`src/rtl/bus_pkg.sv`:
```
// Shared definitions for the datapath bus multiplexer: FSM state type,
// source slot indices and default geometry.
package bus_pkg;

    typedef enum logic [1:0] {
        IDLE  = 2'd0,
        DRIVE = 2'd1,
        FAULT = 2'd2
    } bus_state_e;

    localparam int unsigned DEFAULT_WIDTH = 32;
    localparam int unsigned DEFAULT_N_SRC = 24;
    localparam int unsigned DEFAULT_CNT_W = 8;

    localparam int unsigned SRC_R0     = 0;
    localparam int unsigned SRC_R1     = 1;
    localparam int unsigned SRC_R2     = 2;
    localparam int unsigned SRC_R3     = 3;
    localparam int unsigned SRC_R4     = 4;
    localparam int unsigned SRC_R5     = 5;
    localparam int unsigned SRC_R6     = 6;
    localparam int unsigned SRC_R7     = 7;
    localparam int unsigned SRC_R8     = 8;
    localparam int unsigned SRC_R9     = 9;
    localparam int unsigned SRC_R10    = 10;
    localparam int unsigned SRC_R11    = 11;
    localparam int unsigned SRC_R12    = 12;
    localparam int unsigned SRC_R13    = 13;
    localparam int unsigned SRC_R14    = 14;
    localparam int unsigned SRC_R15    = 15;
    localparam int unsigned SRC_HI     = 16;
    localparam int unsigned SRC_LO     = 17;
    localparam int unsigned SRC_ZHI    = 18;
    localparam int unsigned SRC_ZLO    = 19;
    localparam int unsigned SRC_PC     = 20;
    localparam int unsigned SRC_MDR    = 21;
    localparam int unsigned SRC_INPORT = 22;
    localparam int unsigned SRC_C      = 23;

    // Index width for n sources; never narrower than one bit.
    function automatic int unsigned sel_width(input int unsigned n);
        return (n > 1) ? $clog2(n) : 1;
    endfunction

endpackage

```
`src/rtl/bus_mux_reg_if.sv`:
```
// Bus-side signal bundle of bus_mux_reg: source words/enables in, registered
// bus value and conflict diagnostics out.
interface bus_mux_reg_if
    import bus_pkg::*;
#(
    parameter int unsigned WIDTH = DEFAULT_WIDTH,
    parameter int unsigned N_SRC = DEFAULT_N_SRC,
    parameter int unsigned CNT_W = DEFAULT_CNT_W
);
    localparam int unsigned SEL_W = sel_width(N_SRC);

    logic [N_SRC*WIDTH-1:0] src_data;
    logic [N_SRC-1:0]       src_out;
    logic                   err_clr;
    logic [WIDTH-1:0]       bus_out;
    logic                   bus_valid;
    logic [SEL_W-1:0]       bus_sel;
    logic                   conflict;
    logic                   conflict_flag;
    logic [CNT_W-1:0]       conflict_cnt;

    modport master (
        output src_data, src_out, err_clr,
        input  bus_out, bus_valid, bus_sel, conflict, conflict_flag, conflict_cnt
    );

    modport slave (
        input  src_data, src_out, err_clr,
        output bus_out, bus_valid, bus_sel, conflict, conflict_flag, conflict_cnt
    );
endinterface

```
`src/rtl/bus_prio_enc.sv`:
```
// Highest-index-wins priority encoder with "any" and "more than one" flags.
module bus_prio_enc
    import bus_pkg::*;
#(
    parameter int unsigned N = DEFAULT_N_SRC,
    localparam int unsigned SEL_W = sel_width(N)
) (
    input  logic [N-1:0]     req,
    output logic [SEL_W-1:0] idx,
    output logic             any,
    output logic             multi
);

    // Later (higher) set bits overwrite earlier ones; clearing the lowest set
    // bit leaves something only when two or more bits were set.
    always_comb begin
        idx = '0;
        for (int unsigned i = 0; i < N; i++) begin
            if (req[i]) begin
                idx = SEL_W'(i);
            end
        end
        any   = |req;
        multi = |(req & (req - N'(1)));
    end

endmodule

```
`src/rtl/bus_mux_reg.sv`:
```
// Registered datapath bus multiplexer with multi-driver conflict detection,
// a saturating conflict counter and a sticky FAULT state.
module bus_mux_reg
    import bus_pkg::*;
#(
    parameter int unsigned WIDTH = DEFAULT_WIDTH,
    parameter int unsigned N_SRC = DEFAULT_N_SRC,
    parameter int unsigned CNT_W = DEFAULT_CNT_W
) (
    input logic           clock,
    input logic           clear,
    bus_mux_reg_if.slave  bus
);
    localparam int unsigned SEL_W = sel_width(N_SRC);
    localparam logic [CNT_W-1:0] CNT_MAX = '1;

    logic [SEL_W-1:0] enc_idx;
    logic             enc_any;
    logic             enc_multi;
    logic [WIDTH-1:0] win_word;

    logic [WIDTH-1:0] bus_d,      bus_q;
    logic [SEL_W-1:0] sel_d,      sel_q;
    logic             valid_d,    valid_q;
    logic             conflict_d, conflict_q;
    logic [CNT_W-1:0] cnt_d,      cnt_q;
    bus_state_e       state_d,    state_q;

    bus_prio_enc #(.N(N_SRC)) u_enc (
        .req   (bus.src_out),
        .idx   (enc_idx),
        .any   (enc_any),
        .multi (enc_multi)
    );

    // Select the winning source word from the packed source vector.
    always_comb begin
        win_word = '0;
        for (int unsigned i = 0; i < N_SRC; i++) begin
            if (SEL_W'(i) == enc_idx) begin
                win_word = bus.src_data[i*WIDTH +: WIDTH];
            end
        end
    end

    // Next bus value, conflict counter and FSM state.
    always_comb begin
        bus_d      = enc_any ? win_word : bus_q;
        sel_d      = enc_any ? enc_idx : sel_q;
        valid_d    = enc_any;
        conflict_d = enc_multi;

        // A conflict in the same cycle as err_clr restarts the count at one.
        cnt_d = cnt_q;
        if (enc_multi && bus.err_clr) begin
            cnt_d = CNT_W'(1);
        end else if (enc_multi) begin
            cnt_d = (cnt_q == CNT_MAX) ? cnt_q : cnt_q + CNT_W'(1);
        end else if (bus.err_clr) begin
            cnt_d = '0;
        end

        state_d = state_q;
        unique case (state_q)
            IDLE: begin
                if (enc_multi)    state_d = FAULT;
                else if (enc_any) state_d = DRIVE;
            end
            DRIVE: begin
                if (enc_multi)     state_d = FAULT;
                else if (!enc_any) state_d = IDLE;
            end
            FAULT: begin
                if (bus.err_clr && !enc_multi) state_d = IDLE;
            end
            default: state_d = IDLE;
        endcase
    end

    // Output registers and FSM state; clear overrides everything.
    always_ff @(posedge clock) begin
        if (clear) begin
            bus_q      <= '0;
            sel_q      <= '0;
            valid_q    <= 1'b0;
            conflict_q <= 1'b0;
            cnt_q      <= '0;
            state_q    <= IDLE;
        end else begin
            bus_q      <= bus_d;
            sel_q      <= sel_d;
            valid_q    <= valid_d;
            conflict_q <= conflict_d;
            cnt_q      <= cnt_d;
            state_q    <= state_d;
        end
    end

    assign bus.bus_out       = bus_q;
    assign bus.bus_sel       = sel_q;
    assign bus.bus_valid     = valid_q;
    assign bus.conflict      = conflict_q;
    assign bus.conflict_cnt  = cnt_q;
    assign bus.conflict_flag = (state_q == FAULT);

endmodule

```
`src/flat_wrapper.sv`:
```
// flat-port wrapper written by rule: the top's interface ports become plain ports
module bus_mux_reg_flat import bus_pkg::*;
#(
    parameter int unsigned WIDTH = DEFAULT_WIDTH,
    parameter int unsigned N_SRC = DEFAULT_N_SRC,
    parameter int unsigned CNT_W = DEFAULT_CNT_W
)
  (clock, clear, bus_src_data, bus_src_out, bus_err_clr, bus_bus_out, bus_bus_valid, bus_bus_sel, bus_conflict, bus_conflict_flag, bus_conflict_cnt);
  bus_mux_reg_if #(.WIDTH(WIDTH), .N_SRC(N_SRC), .CNT_W(CNT_W)) bus_i ();
  input logic clock;
  input logic clear;
  input wire logic [$bits(bus_i.src_data)-1:0] bus_src_data;
  input wire logic [$bits(bus_i.src_out)-1:0] bus_src_out;
  input wire logic [$bits(bus_i.err_clr)-1:0] bus_err_clr;
  output wire logic [$bits(bus_i.bus_out)-1:0] bus_bus_out;
  output wire logic [$bits(bus_i.bus_valid)-1:0] bus_bus_valid;
  output wire logic [$bits(bus_i.bus_sel)-1:0] bus_bus_sel;
  output wire logic [$bits(bus_i.conflict)-1:0] bus_conflict;
  output wire logic [$bits(bus_i.conflict_flag)-1:0] bus_conflict_flag;
  output wire logic [$bits(bus_i.conflict_cnt)-1:0] bus_conflict_cnt;
  assign bus_i.src_data = bus_src_data;
  assign bus_i.src_out = bus_src_out;
  assign bus_i.err_clr = bus_err_clr;
  assign bus_bus_out = bus_i.bus_out;
  assign bus_bus_valid = bus_i.bus_valid;
  assign bus_bus_sel = bus_i.bus_sel;
  assign bus_conflict = bus_i.conflict;
  assign bus_conflict_flag = bus_i.conflict_flag;
  assign bus_conflict_cnt = bus_i.conflict_cnt;
  bus_mux_reg #(.WIDTH(WIDTH), .N_SRC(N_SRC), .CNT_W(CNT_W)) u_core (.clock(clock), .clear(clear), .bus(bus_i));
endmodule
```
`config.mk`:
```
export PLATFORM = sky130hd
export DESIGN_NAME = bus_mux_reg_flat
export DESIGN_NICKNAME = d
export VERILOG_FILES = /design/src/rtl/bus_pkg.sv /design/src/rtl/bus_mux_reg_if.sv /design/src/rtl/bus_prio_enc.sv /design/src/rtl/bus_mux_reg.sv /design/src/flat_wrapper.sv
export SDC_FILE = /design/constraint.sdc
export NUM_CORES = 1
export LEC_CHECK = 0
export ABC_AREA = 1
export BUFFER_PORTS_ARGS = -buffer_cell sky130_fd_sc_hd__buf_2
export CORE_AREA = 2 2 329 331
export CTS_CLUSTER_SIZE = 8
export DETAILED_ROUTE_END_ITERATION = 6
export DIE_AREA = 0 0 331 333
export HOLD_SLACK_MARGIN = 0.15
export PLACE_DENSITY = 0.31
export SLEW_MARGIN = 15
export SYNTH_ARGS = -nofsm -noshare
export SYNTH_HDL_FRONTEND = slang
export SYNTH_HIERARCHICAL = 1
export SYNTH_SLANG_ARGS = --single-unit
```
`constraint.sdc`:
```
create_clock -name clock -period 2.6 [get_ports clock]
set_input_delay 0 -clock clock [delete_from_list [all_inputs] [get_ports clock]]
set_output_delay 0 -clock clock [all_outputs]
set_load 0.05 [all_outputs]
```
# [Word level (Yosys, flattened, before mapping)]
# Cells that the tools add are included.
[classes] n_addsub=2 n_eq_ne=31 muxes=57 bitwise_logic=1 reduce_logical=13
[ops] operator="32-bit two-way mux" count=24
[ops] operator="5-bit two-way mux" count=22
[ops] operator="24-bit OR reduction" count=2
[ops] operator="4-bit by 5-bit equality test with 1-bit output, first input constant" count=8
[ops] operator="5-bit equality test, first input constant" count=8
[ops] operator="24-bit bitwise AND" count=1
[ops] operator="8-bit two-way mux" count=3
[ops] operator="24-bit by 1-bit subtractor with 24-bit output, second input constant" count=1
[ops] operator="3-bit by 5-bit equality test with 1-bit output, first input constant" count=4
[ops] operator="2-bit by 5-bit equality test with 1-bit output, first input constant" count=2
[ops] operator="2-bit two-way mux" count=5
[ops] operator="8-bit by 1-bit adder with 8-bit output, second input constant" count=1
[ops] operator="8-bit equality test, second input constant" count=1
[ops] operator="3-bit inequality test, second input constant" count=2
[ops] operator="2-bit case mux with 3 select lines" count=1
[ops] operator="1-bit by 5-bit equality test with 1-bit output, first input constant" count=1
[ops] operator="5-bit logical NOT" count=1
[ops] operator="2-bit AND reduction" count=2
[ops] operator="3-bit by 1-bit inequality test with 1-bit output, second input constant" count=1
[ops] operator="3-bit AND reduction" count=1
[ops] operator="3-bit nonzero test" count=1
[ops] operator="2-bit by 1-bit equality test with 1-bit output, second input constant" count=1
[ops] operator="2-bit equality test, second input constant" count=1
[ops] operator="1-bit logical AND" count=2
[ops] operator="7 further kinds" count=8
[totals] ff_bits=49 inputBits=795 out_inout_bits=48 elab_cells=111

# [Logic depth before layout (Yosys ltp)]
[logic_depth] ltp_word=48 mapped_depth=42

# [Cells and area by module]
# Netlist, hierarchy kept.
[by_module_without_submodules] module="bus_mux_reg" n_inst=1 cells_each=1804 area_per_inst_um2=8404.3
[by_module_without_submodules] module="bus_prio_enc" n_inst=1 cells_each=113 area_per_inst_um2=554.3

# [Least setup slack after synthesis]
# No wires, ideal clock.
[synth_path] kind="input to register" from="input bus_src_out[2]" to="register u_core.bus_q[6], in the netlist u_core/bus.bus_out[6]" setup_time_ps=109 t_arrival_ps=2617 path_slack_ps=-126 cell_stages=42 cell_sequence="inv_1 nand2_1 nand2_1 nand2_1 nand2_1 nand2_1 nand2_1 nand2_1 nand2_1 nand2_1 nand2_1 nand2_1 nand2_1 nand2_1 nand2_1 nand2_1 nand2_1 nand2_1 [... 6 more ...] nand2_1 buf_4 buf_6 nor2_1 nor2_1 nand4_1 nor2_1 nand4_1 nor2_1 nand4_1 nor2_1 nand3_1 o21ai_1 nand3_1 nand2_1 nand4_1 nand2_1 inv_1"
[synth_via] elab_chain_len=47 word_cells_on_any_way=71 classes_between="eq/ne: 23; mux: 46; reduce/logical: 2"
[synth_lines] item="from (decl)" line_no="flat_wrapper.sv:13" text="input wire logic [$bits(bus_i.src_out)-1:0] bus_src_out;"
[synth_lines] item="5-bit two-way mux * (22 in series)" line_no="bus_prio_enc.sv:19" text="if (req[i]) begin"
[synth_lines] item="named net u_core.enc_idx[0]" line_no="bus_mux_reg.sv:17" text="logic [SEL_W-1:0] enc_idx;"
[synth_lines] item="5-bit logical NOT" line_no="bus_mux_reg.sv:40" text="if (SEL_W'(i) == enc_idx) begin"
[synth_lines] item="32-bit two-way mux (23 in series)" line_no="bus_mux_reg.sv:40"
[synth_lines] item="32-bit two-way mux *" line_no="bus_mux_reg.sv:40"
[synth_lines] item="to (signal assigned)" line_no="bus_mux_reg.sv:90" text="bus_q <= bus_d;"
[synth_lines] item="to (decl)" line_no="bus_mux_reg.sv:22" text="logic [WIDTH-1:0] bus_d, bus_q;"
# Mark *: on every way through the listed nets, which the timed path passes. The rest lies on a longest branch.
# A chain may end at the register's enable or synchronous reset.

# [Final worst setup path]
[layout_path] from="input bus_src_out[2]" to="register u_core.bus_q[28], in the netlist u_core/bus.bus_out[28]"
# The elaborated chain is that of the path after synthesis.

==> results by group <==
Status
  • Status: finished with violations
  • Failing checks: setup timing

STA
  • Final period utilization: 153.8%
  • Maximum clock frequency: 250.1 MHz
  • Setup violations, final: 32
  • Hold Violations, Final: 0
  • Setup_tns: -33.20 ns
  • Rel. slew slack: roughly three fifths
  • Fin crit period: 3.998 ns
  • Final Slew Violations: 0
  • Final worst setup slack: -1.398 ns
  • RSZ-0062 raised after global routing: yes
  • Setup Skew: ~0.0014 ns
  • Hold_ws: 0.1497 ns
  • Worst-Margin Slew: between 0.6 and 0.7 ns

Worst setup path
  • Worst path max stage delay: 0.24 ns
  • Cell mode on critical path: nand2_1
  • WS Path Type: primary input to flop
  • WP data arrival: 4.18 ns
  • R2R setup slack: around 0.63 ns
  • Kind of start point of the critical path: primary input
  • CP max stage cell: nand4_1
  • Worst setup EP type: flop
  • Crit path required time: 2.78 ns
  • CP Max Fanout: 5

GRT
  • First-pass GRT wire length: 137,100 µm
  • Met1 Use GR: 21.41%
  • Met3 Resource Use GR: 2.254%
  • Pin count of the biggest net entering global routing: 38
  • Number of global-route vias before repair: 17,756
  • Grt total ovfl: 0
  • Gr busiest metal: met2
  • Aggregate global-route resource usage: 17.97%
  • Initial antenna violation count: 39
  • GRT met2 Usage: 33.92%

Finish
  • Layout cells sized above 1: 47.22%
  • FILL cells: 12,711
  • Non-Filler Instances: ~4,500
  • Multi-input logic area: between 0.007 and 0.008 mm²
  • Final instance area: 0.02017 mm²
  • P&R area growth vs syn: 125.2%
  • Core Util, Final: a little under a fifth
  • FF+latch area: slightly below 0.001 mm²
  • Nets: roughly 3,900

Detailed routing
  • WL per Instance: 22.86 µm
  • DR vias: about 17,000
  • Routed Antenna Nets: 0
  • First drt pass iteration count: 5
  • DRC: 0
  • DR vias/cell: 3.727
  • Iter 0 DRT Violations: 726
  • Routed wire length: 103,700 µm

Clock network
  • Root Buffer Master: clkbuf_16
  • CTS H-tree depth: 2
  • Clock Tree Buf Depth: 2
  • Clock transition at path regs: 0.07 ns
  • CTS buffer count: 5
  • Worst skew pair latency: 0.33 ns
  • CTS tree: done
  • Clk sink count: 49

Power
  • Pwr dens: 179.5 mW/mm²
  • Final Total Pwr: 3.620 mW
  • Leak pwr: 10.73 nW
  • Max VDD drop: between 0.0002 and 0.0003 V

Synth
  • Seq/Total Area, Yosys: 10.95%
  • Cell variety after synth: 40
  • Syn Area/Cell: approximately 4.7 µm²
  • Synth Register Bits: just under 50
  • Post-Syn Instances: 1,917
  • Synth Warn #: 6
  • Post-synth EDFFs: 0
  • Async S/R FF share, synth: 0%
  • Main synth FF type: dfxtp_1
  • Post-Syn Nets: 2,713
  • Area of the mapped netlist: about 0.0090 mm²

Die
  • Row count: 120
  • I/O pin total: 843
  • Die H: between 300 and 400 µm
  • Die Wd: 331 µm
  • Core Footprint: 0.1066 mm²
  • Initial Utilization: between 8 and 9%
  • Total die area: 0.1102 mm²

Job
  • Max cap viols: 0

Min path
  • Hold Path Class: primary input to flop

Placed design
  • Dpl ws: -2.580 ns
  • Final HPWL DP: 92,610 µm
  • Gpl congestion: around 0.90
  • I/O Buffers: 842
  • Placed inst area: 0.01747 mm²
  • Placed insts: 4,377
## path summary, 6_finish.rpt
check / end / cells after the start / startpoint
max: u_core/bus.bus_out[28] / 48 / bus_src_out[2]
min: u_core/bus.bus_out[3] / 5 / bus_src_data[739]
max reg2reg: u_core/bus.conflict_cnt[7] / 10 / u_core/bus.conflict_cnt[0]
min reg2reg: u_core/bus.bus_out[9] / 2 / u_core/bus.bus_out[9]
## layout by cell type (no fill, tap or decap), drive strengths merged, types with 3 or more instances in the layout
master,netlist,routed
and3,4,4
nand4,120,120
dfxtp,49,49
inv,273,272
or2,39,39
buf,25,1200
nand2,750,750
o31ai,3,3
nor3,10,10
diode,0,10
a21oi,111,111
clkbuf,68,7
nand3,101,101
dlygate4sd3,0,92
nor2,304,304
o21ai,47,47
## cell families after synthesis
family	synth area share, %
AOI/OAI and AO/OA	9.791
xor gates and xnor gates	0.09778
adders and majority gates	0.1396
buffers and inverters	15.94
DFF	10.95
and+or+nand+nor	63.09
## state kept, by name, summed over array words and instances (netlist names)
register / flops
u_core/bus.bus_out: 32
u_core/bus.conflict_cnt: 8
u_core/bus.bus_sel: 5
u_core/state_q: 2
u_core/bus.bus_valid: 1
u_core/bus.conflict: 1
## per-layer routing
| layer | share of wire, % | vias to the layer above |
|---|---|---|
| li1 | - | 8376 |
| met1 | 41 | 7799 |
| met2 | 51 | 626 |
| met3 | 4.9 | 95 |
| met4 | 2.2 | 12 |
| met5 | 0.079 | - |
## critical path, delay by kind of cell
family	cells	cell delay, ns
AND/OR/NAND/NOR	37	2.83
AO/OA/AOI/OAI	2	0.25
buffers and inverters	9	1.09
## report_power, final
part / total, mW / leakage [nW] / switching [mW] / internal (mW)
Sequential: 0.851 / 0.406 / 0.0378 / 0.813
Combinational: 1.90 / 10.2 / 1.03 / 0.872
Clock: 0.871 / 0.0842 / 0.386 / 0.485
Total: 3.62 / 10.7 / 1.45 / 2.17
## cells in the mapped netlist, types with 2 or more instances
cell type  number  area (µm²)
nor3_1          6       30.03
o21ai_0        44       220.2
nor2_4          3       33.78
clkbuf_1       68       255.2
a21oi_1       111       555.5
or2_2          28       175.2
nand2_2         2       12.51
nor3_2          4       40.04
dfxtp_1        49       980.9
nor2_1        292        1096
or2_0          10       62.56
inv_2           4       15.01
a221oi_1        2       17.52
nor2_2          8       50.05
buf_4           2       15.01
buf_2          20       100.1
nand3_1       101       505.5
nand2_4         3       33.78
o21ai_1         3       15.01
buf_6           2       22.52
nand2_1       745        2796
inv_1         268        1006
o31ai_1         3       22.52
and3_1          4       25.02
nand4_1       120       750.7
## timing repair
action,4_1_cts,5_1_grt
endpoints found under the hold margin,40,0
setup endpoints to repair,32,43
hold buffers,92,0
gates cloned,0,0
resized for setup,215,117
setup buffers,47,35
pin swaps,148,208
## area by class of cell
class	count	area share, %
repair buffers	1292	42.63
multi-input cells	1501	37.68
well taps	1403	8.702
inverters	274	5.148
flip-flops and latches	49	4.863
clock buffers	7	0.7071
clock inverters	1	0.1489
diodes	10	0.1241
Note: power is estimated with default switching activity, not from simulation.
